===== config.mk =====
export PLATFORM = sky130hd
export DESIGN_NAME = bram_axis_reader_flat
export DESIGN_NICKNAME = d
export VERILOG_FILES = /design/src/rtl/axis_custom_pkg.sv /design/src/rtl/bram_axis_reader_if.sv /design/src/rtl/axis_fifo2.sv /design/src/rtl/bram_axis_reader.sv /design/src/flat_wrapper.sv
export SDC_FILE = /design/constraint.sdc
export NUM_CORES = 1
export LEC_CHECK = 0
export CAP_MARGIN = 20
export CORE_MARGIN = 5
export CORE_UTILIZATION = 45
export CTS_BUF_LIST = sky130_fd_sc_hd__clkbuf_8
export DETAILED_ROUTE_END_ITERATION = 6
export PLACE_DENSITY = 0.72
export SLEW_MARGIN = 10
export SYNTH_ARGS = -nofsm -noshare
export SYNTH_HDL_FRONTEND = slang
export SYNTH_SLANG_ARGS = --single-unit

===== constraint.sdc =====
create_clock -name aclk -period 3.7 [get_ports aclk]
set_clock_uncertainty 0.15 [all_clocks]
set_input_delay 1.11 -clock aclk [delete_from_list [all_inputs] [get_ports aclk]]
set_output_delay 1.11 -clock aclk [all_outputs]
set_load 0.02 [all_outputs]

===== src/rtl/axis_custom_pkg.sv =====
// Shared constants and reader state encoding for the AXI-stream/BRAM bridge.
package axis_custom_pkg;
  localparam int DATA_W   = 16;
  localparam int ADDR_W   = 9;
  localparam int NUM_BRAM = 8;
  localparam int SEL_W    = 3;

  typedef enum logic [1:0] {
    ST_IDLE  = 2'd0,
    ST_READ  = 2'd1,
    ST_DRAIN = 2'd2,
    ST_DONE  = 2'd3
  } rd_state_t;
endpackage


===== src/rtl/bram_axis_reader_if.sv =====
// AXI4-Stream channel bundle used for the reader's MM2S output.
interface bram_axis_reader_if #(
  parameter int DATA_W = axis_custom_pkg::DATA_W
);
  logic [DATA_W-1:0] tdata;
  logic              tvalid;
  logic              tready;
  logic              tlast;

  modport master (output tdata, output tvalid, output tlast, input tready);
  modport slave  (input tdata, input tvalid, input tlast, output tready);
endinterface


===== src/rtl/axis_fifo2.sv =====
// Two-entry registered FIFO with an AXIS-style output side and an occupancy count.
module axis_fifo2 #(
  parameter int DATA_W = axis_custom_pkg::DATA_W
) (
  input  logic              aclk,
  input  logic              aresetn,
  input  logic              in_valid,
  input  logic [DATA_W-1:0] in_data,
  output logic              out_valid,
  output logic [DATA_W-1:0] out_data,
  input  logic              out_ready,
  output logic [1:0]        count
);
  logic [DATA_W-1:0] mem_reg [2];
  logic              wr_ptr_reg;
  logic              rd_ptr_reg;
  logic [1:0]        count_reg;
  logic              push;
  logic              pop;

  assign out_valid = (count_reg != 2'd0);
  assign out_data  = mem_reg[rd_ptr_reg];
  assign count     = count_reg;
  assign pop       = out_valid && out_ready;
  // Writes into a full FIFO are dropped; the producer is expected to track count.
  assign push      = in_valid && (count_reg != 2'd2);

  always_ff @(posedge aclk or negedge aresetn) begin
    if (!aresetn) begin
      for (int i = 0; i < 2; i++) mem_reg[i] <= '0;
      wr_ptr_reg <= 1'b0;
      rd_ptr_reg <= 1'b0;
      count_reg  <= 2'd0;
    end else begin
      if (push) begin
        mem_reg[wr_ptr_reg] <= in_data;
        wr_ptr_reg          <= ~wr_ptr_reg;
      end
      if (pop) rd_ptr_reg <= ~rd_ptr_reg;
      count_reg <= count_reg + 2'(push) - 2'(pop);
    end
  end
endmodule


===== src/rtl/bram_axis_reader.sv =====
// Streams a window of BRAM banks out on AXI4-Stream, bank by bank and address by address.
module bram_axis_reader #(
  parameter int DATA_W   = axis_custom_pkg::DATA_W,
  parameter int ADDR_W   = axis_custom_pkg::ADDR_W,
  parameter int NUM_BRAM = axis_custom_pkg::NUM_BRAM,
  parameter int SEL_W    = axis_custom_pkg::SEL_W
) (
  input  logic               aclk,
  input  logic               aresetn,
  input  logic               start,
  input  logic [SEL_W-1:0]   rd_bram_start,
  input  logic [SEL_W-1:0]   rd_bram_end,
  input  logic [15:0]        rd_addr_start,
  input  logic [15:0]        rd_addr_count,
  output logic [ADDR_W-1:0]  bram_rd_addr,
  input  logic [DATA_W-1:0]  bram_rd_data_0,
  input  logic [DATA_W-1:0]  bram_rd_data_1,
  input  logic [DATA_W-1:0]  bram_rd_data_2,
  input  logic [DATA_W-1:0]  bram_rd_data_3,
  input  logic [DATA_W-1:0]  bram_rd_data_4,
  input  logic [DATA_W-1:0]  bram_rd_data_5,
  input  logic [DATA_W-1:0]  bram_rd_data_6,
  input  logic [DATA_W-1:0]  bram_rd_data_7,
  bram_axis_reader_if.master m_axis,
  output logic               busy,
  output logic               read_done
);
  import axis_custom_pkg::*;

  rd_state_t         state_reg, state_next;
  logic [SEL_W-1:0]  bank_reg, bank_end_reg, tag_sel_reg;
  logic [ADDR_W-1:0] addr_reg, addr_start_reg;
  logic [15:0]       word_count_reg, words_left_reg;
  logic [18:0]       beats_left_reg;
  logic              tag_valid_reg;
  logic [DATA_W-1:0] bank_data [NUM_BRAM];
  logic [DATA_W-1:0] mux_data, fifo_data;
  logic [1:0]        fifo_count;
  logic              fifo_valid, pop, issue, last_issue, degenerate, accept;
  logic [2:0]        occupancy;
  logic [18:0]       span, total;
  logic              unused_addr_bits;

  assign unused_addr_bits = ^rd_addr_start[15:ADDR_W];

  assign bank_data[0] = bram_rd_data_0;
  assign bank_data[1] = bram_rd_data_1;
  assign bank_data[2] = bram_rd_data_2;
  assign bank_data[3] = bram_rd_data_3;
  assign bank_data[4] = bram_rd_data_4;
  assign bank_data[5] = bram_rd_data_5;
  assign bank_data[6] = bram_rd_data_6;
  assign bank_data[7] = bram_rd_data_7;
  // The tag follows the read through the BRAM's one-cycle latency.
  assign mux_data = bank_data[tag_sel_reg];

  axis_fifo2 #(.DATA_W(DATA_W)) u_fifo (
    .aclk      (aclk),
    .aresetn   (aresetn),
    .in_valid  (tag_valid_reg),
    .in_data   (mux_data),
    .out_valid (fifo_valid),
    .out_data  (fifo_data),
    .out_ready (m_axis.tready),
    .count     (fifo_count)
  );

  assign pop        = fifo_valid && m_axis.tready;
  // A word leaving this cycle frees its slot, which keeps 1 word/cycle under full ready.
  assign occupancy  = 3'(fifo_count) + 3'(tag_valid_reg) - 3'(pop);
  assign issue      = (state_reg == ST_READ) && (occupancy < 3'd2);
  assign last_issue = issue && (words_left_reg == 16'd1) && (bank_reg == bank_end_reg);
  assign accept     = (state_reg == ST_IDLE) && start;
  assign degenerate = (rd_addr_count == 16'd0) || (rd_bram_end < rd_bram_start);
  assign span       = 19'(rd_bram_end) - 19'(rd_bram_start) + 19'd1;
  assign total      = span * 19'(rd_addr_count);

  assign bram_rd_addr  = addr_reg;
  assign m_axis.tvalid = fifo_valid;
  assign m_axis.tdata  = fifo_data;
  assign m_axis.tlast  = fifo_valid && (beats_left_reg == 19'd1);
  assign busy          = (state_reg == ST_READ) || (state_reg == ST_DRAIN);
  assign read_done     = (state_reg == ST_DONE);

  always_comb begin
    state_next = state_reg;
    case (state_reg)
      ST_IDLE:  if (start) state_next = degenerate ? ST_DONE : ST_READ;
      ST_READ:  if (last_issue) state_next = ST_DRAIN;
      ST_DRAIN: if (pop && (beats_left_reg == 19'd1)) state_next = ST_DONE;
      ST_DONE:  state_next = ST_IDLE;
      default:  state_next = ST_IDLE;
    endcase
  end

  always_ff @(posedge aclk or negedge aresetn) begin
    if (!aresetn) begin
      state_reg      <= ST_IDLE;
      bank_reg       <= '0;
      bank_end_reg   <= '0;
      addr_reg       <= '0;
      addr_start_reg <= '0;
      word_count_reg <= '0;
      words_left_reg <= '0;
      beats_left_reg <= '0;
      tag_valid_reg  <= 1'b0;
      tag_sel_reg    <= '0;
    end else begin
      state_reg     <= state_next;
      tag_valid_reg <= issue;
      tag_sel_reg   <= bank_reg;
      if (accept) begin
        bank_reg       <= rd_bram_start;
        bank_end_reg   <= rd_bram_end;
        addr_start_reg <= rd_addr_start[ADDR_W-1:0];
        addr_reg       <= rd_addr_start[ADDR_W-1:0];
        word_count_reg <= rd_addr_count;
        words_left_reg <= rd_addr_count;
        beats_left_reg <= degenerate ? 19'd0 : total;
      end else begin
        if (issue && !last_issue) begin
          if (words_left_reg == 16'd1) begin
            bank_reg       <= bank_reg + SEL_W'(1);
            words_left_reg <= word_count_reg;
            addr_reg       <= addr_start_reg;
          end else begin
            words_left_reg <= words_left_reg - 16'd1;
            addr_reg       <= addr_reg + ADDR_W'(1);
          end
        end
        if (pop) beats_left_reg <= beats_left_reg - 19'd1;
      end
    end
  end
endmodule


===== src/flat_wrapper.sv =====
// flat-port wrapper written by rule: the top's interface ports become plain ports
module bram_axis_reader_flat import axis_custom_pkg::*;
#(
  parameter int DATA_W   = axis_custom_pkg::DATA_W,
  parameter int ADDR_W   = axis_custom_pkg::ADDR_W,
  parameter int NUM_BRAM = axis_custom_pkg::NUM_BRAM,
  parameter int SEL_W    = axis_custom_pkg::SEL_W
)
  (aclk, aresetn, start, rd_bram_start, rd_bram_end, rd_addr_start, rd_addr_count, bram_rd_addr, bram_rd_data_0, bram_rd_data_1, bram_rd_data_2, bram_rd_data_3, bram_rd_data_4, bram_rd_data_5, bram_rd_data_6, bram_rd_data_7, busy, read_done, m_axis_tdata, m_axis_tvalid, m_axis_tlast, m_axis_tready);
  bram_axis_reader_if #(.DATA_W(DATA_W)) m_axis_i ();
  input  logic aclk;
  input  logic aresetn;
  input  logic start;
  input  logic [SEL_W-1:0] rd_bram_start;
  input  logic [SEL_W-1:0] rd_bram_end;
  input  logic [15:0] rd_addr_start;
  input  logic [15:0] rd_addr_count;
  output logic [ADDR_W-1:0] bram_rd_addr;
  input  logic [DATA_W-1:0] bram_rd_data_0;
  input  logic [DATA_W-1:0] bram_rd_data_1;
  input  logic [DATA_W-1:0] bram_rd_data_2;
  input  logic [DATA_W-1:0] bram_rd_data_3;
  input  logic [DATA_W-1:0] bram_rd_data_4;
  input  logic [DATA_W-1:0] bram_rd_data_5;
  input  logic [DATA_W-1:0] bram_rd_data_6;
  input  logic [DATA_W-1:0] bram_rd_data_7;
  output logic busy;
  output logic read_done;
  output wire logic [$bits(m_axis_i.tdata)-1:0] m_axis_tdata;
  output wire logic [$bits(m_axis_i.tvalid)-1:0] m_axis_tvalid;
  output wire logic [$bits(m_axis_i.tlast)-1:0] m_axis_tlast;
  input wire logic [$bits(m_axis_i.tready)-1:0] m_axis_tready;
  assign m_axis_tdata = m_axis_i.tdata;
  assign m_axis_tvalid = m_axis_i.tvalid;
  assign m_axis_tlast = m_axis_i.tlast;
  assign m_axis_i.tready = m_axis_tready;
  bram_axis_reader #(.DATA_W(DATA_W), .ADDR_W(ADDR_W), .NUM_BRAM(NUM_BRAM), .SEL_W(SEL_W)) u_core (.aclk(aclk), .aresetn(aresetn), .start(start), .rd_bram_start(rd_bram_start), .rd_bram_end(rd_bram_end), .rd_addr_start(rd_addr_start), .rd_addr_count(rd_addr_count), .bram_rd_addr(bram_rd_addr), .bram_rd_data_0(bram_rd_data_0), .bram_rd_data_1(bram_rd_data_1), .bram_rd_data_2(bram_rd_data_2), .bram_rd_data_3(bram_rd_data_3), .bram_rd_data_4(bram_rd_data_4), .bram_rd_data_5(bram_rd_data_5), .bram_rd_data_6(bram_rd_data_6), .bram_rd_data_7(bram_rd_data_7), .m_axis(m_axis_i), .busy(busy), .read_done(read_done));
endmodule

# == Word-level counts from Yosys, hierarchy flattened ==
# Index checks and enable logic that the tools add are counted.
# word_totals
ff_bits,117
out_inout_bits,29
# op_classes
n_addsub,10
n_mul,1
n_lt_le_gt_ge,6
eq_ne,10
mux,26
n_bitwise,5
n_reduce_logical,21
# ops
operator,count
$mux W16,9
$mux W19,3
$bmux W16 S3,1
$bwmux W32,1
$mux W9,3
$add A19 B1 Y19 const B,1
$eq A19 B1 Y1 const B,1
$mul A19 B16 Y19,1
$sub A19 B1 Y19 const B,1
$demux W16 S1,1
$eq A16 B1 Y1 const B,1
$logic_not A16 Y1,1
$sub A16 B1 Y16 const B,1
$logic_and A1 B1 Y1,10
$add A9 B1 Y9 const B,1
$mux W3,3
$mux W2,4
$pmux W2 S4,1
$reduce_bool A2 Y1,4
$ne A2 B2 Y1 const B,3
$eq A2 B2 Y1 const B,2
$ge A2 B2 Y1 const B,2
$ge A4 B4 Y1 const B,1
$not A1 Y2,2
other kinds (19),21

# == Longest topological paths before layout ==
# depth
depth_word,11
ltp_mapped,32
mapped_depth_nobuf,31

# == Hierarchy ==
# From an unflattened synthesis, not the netlist that was laid out.
# unflattened
cells_unflattened,1016
hier_area_um2,9799.4
# modules_own_cells
mod,n_inst,cells_per_inst,area_per_inst_um2
bram_axis_reader,1,906,8134.1
axis_fifo2,1,110,1665.3

# == Worst setup path after synthesis ==
# Ideal clock, no wire load.
# synth_timing
path_kind,input -> register
startpoint,input port rd_bram_end[0]
endpoint,register u_core.beats_left_reg[14]
setup_time_ns,0.119
arrival_time_ns,7.683
setup_slack_ns,-4.252
path_stages,29
n_path_buf,1
cell_sequence,inv_1 -> ha_1 -> inv_1 -> fa_1 -> fa_1 -> nand3_1 -> nand2b_1 -> ha_1 -> clkbuf_1 -> nor2b_1 -> fa_1 -> inv_1 -> fa_1 -> inv_1 -> fa_1 -> ha_1 -> fa_1 -> inv_1 -> fa_1 -> inv_1 -> ha_1 -> a21o_1 -> a21o_1 -> a21oi_1 -> o21ai_0 -> a21oi_1 -> xor2_1 -> o32ai_2 -> o21a_1
# synth_between
elab_chain_cells,5
# synth_lines
item,line_no,text
start: declaration,flat_wrapper.sv:15,input logic [SEL_W-1:0] rd_bram_end;
$sub A3 B3 Y4,bram_axis_reader.sv:75,assign span = 19'(rd_bram_end) - 19'(rd_bram_start) + 19'd1;
$add A19 B1 Y19,bram_axis_reader.sv:75,
$mul A19 B16 Y19,bram_axis_reader.sv:76,assign total = span * 19'(rd_addr_count);
$mux W19 (*),bram_axis_reader.sv:119,beats_left_reg <= degenerate ? 19'd0 : total;
$mux W19 (*),bram_axis_reader.sv:112,if (accept) begin
end signal: assignment,bram_axis_reader.sv:119,
end signal: assignment,bram_axis_reader.sv:131,if (pop) beats_left_reg <= beats_left_reg - 19'd1;
end: declaration,bram_axis_reader.sv:34,logic [18:0] beats_left_reg;
# Mark *: on every way between the ends. The rest lies on a longest branch, timed or not.
# A chain may end at the register's enable or synchronous reset.

# == Worst setup path in the final report ==
# Same ends and word-level chain as after synthesis.

==> impl_metrics.ini <==
[status]
outcome = finished with violations
violations = setup timing

[floorplan]
core_sq_um = 26800
num_rows = 60
dieHeight_um = 174.5
start_util_pct = 45.42
die_w_um = 174.5
ios = 199
die_area_sq_um = 30440

[global_routing]
grt_max_degree = 72
grt_pass1_wl_um = 58050
grt_overflow_total = 0
grt_antenna_before_repair = 2
grtUsageTotal_pct = 23.67
grt_pass1_vias = 11100

[setup_path]
cp-startpoint = rd_bram_end[0]
path_class = in -> reg
critPathMostFrequentCell = fa_1
path_max_fanout = 7
r2r-start = u_core.u_fifo.count[0]
slowest_stage = fa_2
endpoint = u_core.beats_left_reg[14]
crit_required_ns = 3.87
start_kind = input pin
timing.rr.end = u_core.bram_rd_addr[5]
r2r_cells = 13
critical_path_arrival_ns = 7.57
critical_path.max_stage_delay_ns = 0.60
critPathCaptureType = flop
r2r_setup_slack_ns = 0.45

[drt]
vias = 10280
post_drt_wl_per_cell_um = 18.52
drtIter0Drc = 633
first_pass_iters = 7
drt-total-wl_um = 36080
antenna_left = 0
route.detailed.drc = 0
viasPerCell = 5.277

[sta]
setup-violations-final = 17
fin_ws_ns = -3.704
finalSetupTns_ns = -47.81
slew_headroom_pct = 40.02
hold_viol_final = 0
report.final.slew_viol_count = 0
fin_crit_ns = 7.404
min_period_over_period_pct = 200.1
rsz0062_at_grt = true
max_freq_mhz = 135.1
tightest_slew_ns = 0.8998

[placement]
dpl-instance-area_sq_um = 15730
gp_congestion = 0.9116
dp.cells = 1895
place.port_buffers = 191
place_hpwl_um = 29350
pre_cts_ws_ns = -4.749

[synthesis]
syn_area_per_cell_sq_um = 9.531
async_flop_share_pct = 100.0
syn_inst = 1277
yosys-top-cells-area = dfrtp_1 (24%), fa_1 (20%), ha_1 (7.5%)
synth_nets = 1644
synth.largest_area_cell = dfrtp_1
synth_edf_count = 0
synth_top_area_share_pct = 24.05
ys_seq_elements = 117
yosysWarnings = 0
yosysSeqAreaShare_pct = 24.05
synth.most_common_cell = inv_1
ys.flop_type = dfrtp_1
syn_area_sq_um = 12170
yosysUniqueCellTypes = 60
synth_common_cells = inv_1 (193), nand2_1 (162), fa_1 (124)

[clocking]
clk_latency_ns = 0.43
cts.sinks = 117
cts_buffers = 17
ctsRootBufferMaster = clkbuf_8
cts_tree = yes
clk_pin_slew_ns = 0.07
clk_path_buf_depth = 2
htreeDepth = 4
cts_hold_buf = 0

[final_layout]
multiInputGateArea_sq_um = 9017
largest_register_ff_count = 32
nets = 1959
final_area_sq_um = 16800
fillers = 2149
regArea_sq_um = 2929
area_delta_synth_final_pct = 38.01
drive_gt1_share_pct = 27.91
finalNonFillerCells = 1948

[job]
cap_viol_max_count = 0

[worst_hold_path]
holdCritPathClass = reg -> reg
-- metal layers --
layer / vias to the layer above / track usage [%] / share of wire (%)
li1: 4780 / - / -
met1: 5082 / 27.97 / 38
met2: 356 / 43.08 / 52
met3: 61 / 4.741 / 6.9
met4: 0 / 7.588 / 2.9
met5: - / 0 / 0
-- layout by cell type (no fill, tap or decap), types with 5 or more instances in the layout --
master / n
clkdlybuf4s50_1: 184
nand3_1: 12
o21ai_0: 57
buf_6: 20
mux4_2: 32
xor2_1: 17
nor2_1: 32
inv_2: 33
inv_1: 160
ha_1: 46
clkbuf_8: 18
mux2_2: 64
nor2b_1: 15
nor4_1: 10
dfrtp_1: 116
fa_1: 115
nand2_1: 160
o21ai_1: 7
nor2b_4: 5
a21oi_1: 39
o22ai_1: 9
ha_4: 23
nor3_1: 19
xnor2_1: 42
nand2b_4: 14
a21o_1: 11
nor2b_2: 7
nand4_1: 5
buf_4: 143
and2_1: 39
a21oi_2: 7
nand2b_1: 17
and3_1: 6
fa_2: 9
-- worst max-delay path, delay by kind of cell --
| family | cells | cell delay, ns |
|---|---|---|
| xor+xnor | 1 | 0.17 |
| compound gates | 6 | 0.79 |
| buf+inv | 8 | 0.51 |
| simple gates | 3 | 0.29 |
| fa+ha+maj | 11 | 4.67 |
-- metrics by stage --
| step | hold WS [ns] | utilization, % |
|---|---|---|
| finish | 0.3057 | 62.68 |
| global route | 0.3182 | 62.68 |
| CTS | 0.3032 | 62.12 |
| detailed placement | 0.2911 | 58.67 |
| global placement | 0.2807 | 58.67 |
| floorplan | 0.2587 | - |
-- worst min-delay path by stage --
stage,start,endpoint,depth (start not counted)
2_1_floorplan,u_core.bank_reg[2],u_core.tag_sel_reg[2],0
3_3_place_gp,u_core.bank_reg[1],u_core.tag_sel_reg[1],0
3_5_place_dp,u_core.bank_reg[2],u_core.tag_sel_reg[2],0
4_1_cts,u_core.bank_reg[2],u_core.tag_sel_reg[2],0
5_1_grt,u_core.bank_reg[2],u_core.tag_sel_reg[2],0
6_report,u_core.bank_reg[2],u_core.tag_sel_reg[2],0
-- kinds of logic after synthesis --
group                    after synthesis  share of synthesized area, %
AO/OA/AOI/OAI                        163                         7.854
XOR/XNOR                              65                         4.677
adder cells (fa/ha/maj)              197                         27.90
multiplexers                         100                         12.17
flip-flops                           117                         24.05
buffers and inverters                253                         7.833
AND/OR/NAND/NOR                      382                         15.51
-- layout make-up --
class,instances,area share [%]
Multi-Input combinational cell,907,53.68
Timing Repair Buffer,355,19.42
Sequential cell,117,17.44
Inverter,194,4.454
Tap cell,341,2.540
Clock buffer,18,1.475
Clock inverter,14,0.9683
Antenna cell,2,0.02979
-- repair_timing --
item | in CTS | in global routing
pin swaps | 88 | 41
buffers inserted | 16 | 3
resized for setup | 118 | 43
cloned | 0 | 0
endpoints found under the setup margin | 31 | 39
Power is left out: the tool's default activity adds up to more than one toggle a clock period on the data nets, which glitch-free logic cannot reach.
